===== src/rtl/fifo_arb_pkg.sv =====
// Shared types and helpers for the FIFO write arbiter.
package fifo_arb_pkg;

    typedef enum logic {
        ARB   = 1'b0,
        BURST = 1'b1
    } arb_state_e;

    // Increment an index modulo n (n-1 wraps to 0).
    function automatic int unsigned mod_inc(input int unsigned v, input int unsigned n);
        return (v + 1 >= n) ? 0 : v + 1;
    endfunction

endpackage


===== src/rtl/fifo_wr_arbiter_if.sv =====
// Requester-side and FIFO-side signals of the write arbiter.
interface fifo_wr_arbiter_if #(
    parameter int NumReq    = 4,
    parameter int DataWidth = 32
);
    localparam int IdxW = $clog2(NumReq);

    logic [NumReq-1:0]           req_valid;
    logic [NumReq*DataWidth-1:0] req_data;
    logic [NumReq-1:0]           req_ready;
    logic                        fifo_wr_en;
    logic [DataWidth-1:0]        fifo_wr_data;
    logic                        fifo_full;
    logic [IdxW-1:0]             grant_id;
    logic                        burst_active;

    modport master (
        output req_valid, req_data, fifo_full,
        input  req_ready, fifo_wr_en, fifo_wr_data, grant_id, burst_active
    );

    modport slave (
        input  req_valid, req_data, fifo_full,
        output req_ready, fifo_wr_en, fifo_wr_data, grant_id, burst_active
    );
endinterface


===== src/rtl/rr_pick.sv =====
// Cyclic priority search: first set bit of req at or after start, wrapping.
module rr_pick #(
    parameter int NumReq = 4
) (
    input  logic [NumReq-1:0]         req,
    input  logic [$clog2(NumReq)-1:0] start,
    output logic                      found,
    output logic [$clog2(NumReq)-1:0] idx
);
    localparam int IdxW = $clog2(NumReq);

    // Scan offsets from farthest to nearest so the nearest hit wins.
    always_comb begin
        int j;
        found = 1'b0;
        idx   = start;
        j     = 0;
        for (int k = NumReq - 1; k >= 0; k--) begin
            j = int'(start) + k;
            if (j >= NumReq) j = j - NumReq;
            if (req[j]) begin
                found = 1'b1;
                idx   = IdxW'(j);
            end
        end
    end
endmodule


===== src/rtl/fifo_wr_arbiter.sv =====
// Round-robin FIFO write arbiter with bounded bursts; data path is a
// zero-latency mux from the grantee onto the FIFO write port.
module fifo_wr_arbiter
    import fifo_arb_pkg::*;
#(
    parameter int NumReq    = 4,
    parameter int DataWidth = 32,
    parameter int MaxBurst  = 4
) (
    input logic          clk,
    input logic          rst,
    fifo_wr_arbiter_if.slave bus
);
    localparam int IdxW = $clog2(NumReq);
    localparam int BW   = $clog2(MaxBurst) + 1;

    arb_state_e      state_q, state_d;
    logic [IdxW-1:0] rr_ptr_q, rr_ptr_d;
    logic [IdxW-1:0] owner_q, owner_d;
    logic [BW-1:0]   beat_cnt_q, beat_cnt_d;

    logic                 pick_found;
    logic [IdxW-1:0]      pick_idx;
    logic [IdxW-1:0]      grantee;
    logic                 xfer;
    logic [NumReq-1:0]    ready_c;
    logic [DataWidth-1:0] data_c;

    rr_pick #(.NumReq(NumReq)) u_pick (
        .req   (bus.req_valid),
        .start (rr_ptr_q),
        .found (pick_found),
        .idx   (pick_idx)
    );

    // Grant selection, handshake and write-port mux.
    always_comb begin
        if (state_q == BURST)  grantee = owner_q;
        else if (pick_found)   grantee = pick_idx;
        else                   grantee = rr_ptr_q;
        xfer    = bus.req_valid[grantee] && !bus.fifo_full;
        ready_c = '0;
        if (state_q == BURST || (|bus.req_valid)) ready_c[grantee] = !bus.fifo_full;
        data_c  = bus.req_data[int'(grantee)*DataWidth +: DataWidth];
    end

    // Outputs are forced to zero for as long as reset is held.
    assign bus.req_ready    = rst ? '0 : ready_c;
    assign bus.fifo_wr_en   = rst ? 1'b0 : xfer;
    assign bus.fifo_wr_data = rst ? '0 : data_c;
    assign bus.grant_id     = rst ? '0 : grantee;
    assign bus.burst_active = rst ? 1'b0 : (state_q == BURST);

    // Next-state: arbitration, burst counting and pointer advance.
    always_comb begin
        state_d    = state_q;
        rr_ptr_d   = rr_ptr_q;
        owner_d    = owner_q;
        beat_cnt_d = beat_cnt_q;
        case (state_q)
            ARB: begin
                if (xfer) begin
                    if (MaxBurst == 1) begin
                        rr_ptr_d = IdxW'(mod_inc(32'(grantee), NumReq));
                    end else begin
                        owner_d    = grantee;
                        beat_cnt_d = BW'(1);
                        state_d    = BURST;
                    end
                end
            end
            BURST: begin
                // A dropped request ends the burst; a full FIFO only stalls it.
                if (!bus.req_valid[owner_q]) begin
                    rr_ptr_d   = IdxW'(mod_inc(32'(owner_q), NumReq));
                    beat_cnt_d = '0;
                    state_d    = ARB;
                end else if (xfer) begin
                    if ((32'(beat_cnt_q) + 32'd1) == 32'(MaxBurst)) begin
                        rr_ptr_d   = IdxW'(mod_inc(32'(owner_q), NumReq));
                        beat_cnt_d = '0;
                        state_d    = ARB;
                    end else begin
                        beat_cnt_d = beat_cnt_q + BW'(1);
                    end
                end
            end
            default: state_d = ARB;
        endcase
    end

    // State registers with asynchronous reset.
    always_ff @(posedge clk or posedge rst) begin
        if (rst) begin
            state_q    <= ARB;
            rr_ptr_q   <= '0;
            owner_q    <= '0;
            beat_cnt_q <= '0;
        end else begin
            state_q    <= state_d;
            rr_ptr_q   <= rr_ptr_d;
            owner_q    <= owner_d;
            beat_cnt_q <= beat_cnt_d;
        end
    end
endmodule


===== src/flat_wrapper.sv =====
// flat-port wrapper written by rule: the top's interface ports become plain ports
module fifo_wr_arbiter_flat import fifo_arb_pkg::*;
#(
    parameter int NumReq    = 4,
    parameter int DataWidth = 32,
    parameter int MaxBurst  = 4
)
  (clk, rst, bus_req_valid, bus_req_data, bus_fifo_full, bus_req_ready, bus_fifo_wr_en, bus_fifo_wr_data, bus_grant_id, bus_burst_active);
  fifo_wr_arbiter_if #(.NumReq(NumReq), .DataWidth(DataWidth)) bus_i ();
  input logic clk;
  input logic rst;
  input wire logic [$bits(bus_i.req_valid)-1:0] bus_req_valid;
  input wire logic [$bits(bus_i.req_data)-1:0] bus_req_data;
  input wire logic [$bits(bus_i.fifo_full)-1:0] bus_fifo_full;
  output wire logic [$bits(bus_i.req_ready)-1:0] bus_req_ready;
  output wire logic [$bits(bus_i.fifo_wr_en)-1:0] bus_fifo_wr_en;
  output wire logic [$bits(bus_i.fifo_wr_data)-1:0] bus_fifo_wr_data;
  output wire logic [$bits(bus_i.grant_id)-1:0] bus_grant_id;
  output wire logic [$bits(bus_i.burst_active)-1:0] bus_burst_active;
  assign bus_i.req_valid = bus_req_valid;
  assign bus_i.req_data = bus_req_data;
  assign bus_i.fifo_full = bus_fifo_full;
  assign bus_req_ready = bus_i.req_ready;
  assign bus_fifo_wr_en = bus_i.fifo_wr_en;
  assign bus_fifo_wr_data = bus_i.fifo_wr_data;
  assign bus_grant_id = bus_i.grant_id;
  assign bus_burst_active = bus_i.burst_active;
  fifo_wr_arbiter #(.NumReq(NumReq), .DataWidth(DataWidth), .MaxBurst(MaxBurst)) u_core (.clk(clk), .rst(rst), .bus(bus_i));
endmodule

===== config.mk =====
export PLATFORM = sky130hd
export DESIGN_NAME = fifo_wr_arbiter_flat
export DESIGN_NICKNAME = d
export VERILOG_FILES = /design/src/rtl/fifo_arb_pkg.sv /design/src/rtl/fifo_wr_arbiter_if.sv /design/src/rtl/rr_pick.sv /design/src/rtl/fifo_wr_arbiter.sv /design/src/flat_wrapper.sv
export SDC_FILE = /design/constraint.sdc
export NUM_CORES = 1
export LEC_CHECK = 0
export BUFFER_PORTS_ARGS = -buffer_cell sky130_fd_sc_hd__buf_2
export CAP_MARGIN = 20
export CORE_MARGIN = 2
export CORE_UTILIZATION = 34
export CTS_CLUSTER_DIAMETER = 120
export CTS_CLUSTER_SIZE = 8
export DETAILED_ROUTE_END_ITERATION = 10
export GPL_TIMING_DRIVEN = 0
export PLACE_DENSITY_LB_ADDON = 0.08
export SYNTH_ARGS = -nofsm -noshare
export SYNTH_HDL_FRONTEND = slang
export SYNTH_SLANG_ARGS = --single-unit

===== constraint.sdc =====
create_clock -name clk -period 1.99 [get_ports clk]
set_clock_uncertainty 0.15 [all_clocks]
set_input_delay 0 -clock clk [delete_from_list [all_inputs] [get_ports clk]]
set_output_delay 0 -clock clk [all_outputs]
set_load 0.01 [all_outputs]

==> results.txt <==
----------------------------------------------------
[Status]
  Status ... finished, violations left
  Violated checks ... setup timing

[Drt]
  Iteration-0 DRC count of the detailed router ... 84
  Drt wl/cell ... 17.5 microns
  Total length of routed wires ... 7.66 mm
  DRC ... 0
  Via count ... 2,280
  Antenna Violating Nets Remaining ... 0
  Via count normalized by instance count ... 5.21
  Pre-antenna DRT Iters ... 4

[Clocking]
  CTS Buf Count ... 3
  CTS clk-pin slew, worst paths ... 0.04 ns
  CTS tree ... built
  Root cell of the clock tree ... sky130_fd_sc_hd__clkbuf_8
  Deepest clock path buffer count ... 2
  Clk Latency, worst-skew pair ... 0.22 ns
  H-Tree Level Count ... 1
  Sink count of the clock tree ... 8

[Logic synthesis]
  Mapped Nets ... 307
  Share of async-settable or async-resettable flops after synthesis ... 100%
  Most area-hungry cell type in the Yosys netlist ... sky130_fd_sc_hd__mux4_2
  Mapped cell area ... 1840 sq um
  Post-synth top area share ... around a third
  Sequential-to-total area share from yosys stat ... 10.9%
  Mapped Cells ... about 170
  Count of flip-flops with a built-in enable after synthesis ... 0
  Yosys warning count ... 0
  Synthesized flop and latch total ... 8
  Top cells by instance count after synthesis ... sky130_fd_sc_hd__and2_1 (33), sky130_fd_sc_hd__mux4_2 (26), sky130_fd_sc_hd__nor2_1 (9), sky130_fd_sc_hd__dfrtp_1 (8), sky130_fd_sc_hd__nand2_1 (8)
  Cell types with the largest area share after synthesis ... sky130_fd_sc_hd__mux4_2 (32%), sky130_fd_sc_hd__and2_1 (11%), sky130_fd_sc_hd__dfrtp_1 (11%)
  Post-synthesis area per instance ... between 10 and 15 sq um
  Most numerous cell in the Yosys netlist ... sky130_fd_sc_hd__and2_1
  Library cells used by synthesis ... 43
  Leading register cell type out of synthesis ... sky130_fd_sc_hd__dfrtp_1

[STA]
  Time the worst path needs with I/O delays and setup ... 2.54 ns
  Count of final setup violators ... 47
  Fin crit share ... 128%
  Pin slew with the least headroom to its limit ... 0.810 ns
  Worst max-slew margin expressed relative to the limit ... 46.0%
  RSZ-0062 raised after global routing ... true
  Fin worst setup slack ... -0.555 ns
  Achievable frequency ... 393 MHz
  Max-slew violation count ... 0
  Hold Vio Cnt, Final ... 0
  Hold Worst Slack ... 0.0474 ns
  Final sum of negative setup slack ... -20.33 ns

[Layout]
  Final core utilization ... about two thirds
  Fillcell total ... 424
  Post-layout net count ... 508
  Layout cells sized above 1 ... just over 80%
  Area growth syn-to-layout ... 89.2%
  Antenna diode instance count ... 0

[Critical path]
  Data arrival time of the critical path ... ~2.4 ns
  Slowest library cell on the worst path ... sky130_fd_sc_hd__mux4_2
  Register-to-Register Setup Slack ... -0.39 ns
  Cells along the critical path ... buf_6, nor2b_4, o21ai_2, a41oi_2, buf_6, buf_8, mux4_2, and2_4, buf_6
  Cells on worst reg2reg path ... 9
  Source of the worst register-to-register timing path ... u_core.rr_ptr_q[1]
  Crit path launch type ... flip-flop
  CP dominant cell by count ... sky130_fd_sc_hd__buf_6
  Maximum cell stage delay along the critical path ... around 0.50 ns
  Endpoint class of the critical path ... primary output
  Largest driver fanout on the critical path ... 8
  Worst setup path endpoint ... bus_fifo_wr_data[28]
  Data required time of the worst path ... 1.84 ns
  Worst r2r dst ... u_core.rr_ptr_q[1]
  Critical Setup Path Class ... flip-flop to primary output
  Crit. Startpoint ... u_core.rr_ptr_q[1]

[Global routing]
  GR Util All Layers ... 23.3%
  Met3 track demand over resource in global routing ... 3.95%
  Global-route track usage on met1 ... 28.3%
  Most Used Layer, Global Route ... met2
  Met2 track utilization from global routing ... 42.9%
  Pin count of the biggest net entering global routing ... 18
  Via count of the first global-routing pass ... ~2,300
  Global route overflow ... 0
  Initial antenna violation count ... 0
  First-pass GRT wire length ... 11.4 mm

[Floorplanning]
  Die Ht ... between 70 and 80 microns
  Number of placed I/O pins ... 175
  Floorplan die width ... approximately 77 microns
  Placement Rows ... 26
  Area inside the core boundary ... 5170 sq um
  Die Outline Area ... between 6000 and 7000 sq um
  Effective utilization at floorplan ... 35.5%

[Power]
  Highest ir drop seen on vdd ... 847 uV
  Power after layout ... between 5000 and 6000 uW
  Reported leakage power ... roughly 0.0017 uW
  Power density relative to cell area ... 1520 nW/um^2

[Worst hold path]
  Path category of the worst min-delay check ... input port to flip-flop

[Placed design]
  Post-Place Setup Slack ... -0.604 ns
  Detailed Place HPWL ... 5.65 mm
  PortBufs ... approximately 170
  RePlAce Congestion ... 0.821

[Flow run]
  Total of max-cap violations ... 0

----------------------------------------------------
-- through the flow --
step / area [sq um] / cells
2_1_floorplan: 1930 / 169
3_3_place_gp: 2890 / 413
4_1_cts: 3300 / 434
6_report: 3470 / 438
5_1_grt: 3470 / 438
3_5_place_dp: 2890 / 413
-- sequential cells by signal, indices dropped and copies added, names as in the netlist --
| register | flops |
|---|---|
| u_core.beat_cnt_q | 3 |
| u_core.owner_q | 2 |
| u_core.rr_ptr_q | 2 |
| u_core.state_q | 1 |
-- repair_timing --
action | 4_1_cts | 5_1_grt
setup endpoints to repair | 47 | 47
gates resized for setup | 56 | 26
hold buffers | 0 | 0
buffers inserted | 17 | 3
pin swaps | 5 | 8
gates cloned | 1 | 2
-- worst min-delay path by stage --
stage	startpoint	endpoint	slack, ns	cells past startpoint
after global placement	rst	bus_burst_active	0.15	3
after floorplan	rst	bus_burst_active	-0.11	1
final	bus_fifo_full	u_core.owner_q[0]	0.05	3
after CTS	bus_fifo_full	u_core.owner_q[0]	0.02	3
after detailed placement	rst	bus_burst_active	0.15	3
after global routing	bus_fifo_full	u_core.owner_q[0]	0.07	3
-- final cells by class --
| cell class | count | area (sq um) | share of cell area [%] |
|---|---|---|---|
| Sequential cell | 8 | 201 | 5.80 |
| Multi-Input combinational cell | 142 | 1700 | 49.0 |
| Buffer | 13 | 128 | 3.68 |
| Tap cell | 70 | 87.6 | 2.52 |
| Inverter | 6 | 22.5 | 0.649 |
| Timing Repair Buffer | 196 | 1290 | 37.1 |
| Clock buffer | 3 | 41.3 | 1.19 |
-- placed cells by master (no fill, tap or decap), types with 2 or more instances in the layout --
cell	netlist	final
sky130_fd_sc_hd__buf_2	5	145
sky130_fd_sc_hd__buf_6	2	39
sky130_fd_sc_hd__mux4_2	26	32
sky130_fd_sc_hd__and2_4	0	31
sky130_fd_sc_hd__buf_4	1	16
sky130_fd_sc_hd__nand2_1	8	8
sky130_fd_sc_hd__nor2_1	9	8
sky130_fd_sc_hd__dfrtp_1	8	7
sky130_fd_sc_hd__inv_1	6	5
sky130_fd_sc_hd__nor2b_4	0	3
sky130_fd_sc_hd__o21ai_2	0	3
sky130_fd_sc_hd__nand2b_1	3	3
sky130_fd_sc_hd__o211ai_1	3	3
sky130_fd_sc_hd__nand4_1	3	3
sky130_fd_sc_hd__a21oi_2	0	3
sky130_fd_sc_hd__clkbuf_1	3	3
sky130_fd_sc_hd__ha_1	3	3
sky130_fd_sc_hd__clkbuf_8	0	3
sky130_fd_sc_hd__nor3_4	1	2
sky130_fd_sc_hd__nor2b_1	6	2
sky130_fd_sc_hd__mux2i_1	2	2
sky130_fd_sc_hd__nand3_1	3	2
sky130_fd_sc_hd__nor4_4	0	2
sky130_fd_sc_hd__mux2_4	1	2
sky130_fd_sc_hd__buf_8	0	2
sky130_fd_sc_hd__nor3_2	0	2
sky130_fd_sc_hd__buf_12	2	2
sky130_fd_sc_hd__and2_1	33	2
sky130_fd_sc_hd__clkbuf_16	0	2
-- routing by layer --
layer  wire [microns]  vias to the layer above  part of all wire, %
li1                 -                     1064                    -
met1             2910                     1103                   38
met2             4180                       95                   55
met3              413                       18                  5.4
met4              157                        0                  2.1
met5                0                        -                    0
-- kinds of logic (layout without fill, tap and decap cells) --
logic type,after synthesis,count (layout),share of synthesized area (%)
buffers and inverters,19,218,7.02
flip-flops,8,8,10.9
AO/OA/AOI/OAI,22,22,9.54
multiplexers,37,37,44.4
AND/OR/NAND/NOR,80,80,26.0
adder cells (fa/ha/maj),3,3,2.05
-- worst max-delay path: cells and delay by family, from the launching register on --
kind | cells | cell delay, ns
flops | 1 | 0.41
mux | 1 | 0.50
buf+inv | 4 | 0.63
simple gates | 2 | 0.27
compound gates | 2 | 0.35
-- power by group --
part	total (uW)	internal (uW)	switching (uW)
clock network	193	131	61.8
registers	361	244	117
logic	4740	2910	1830
total	5290	3280	2010
Power figures use the tool's default switching activity.
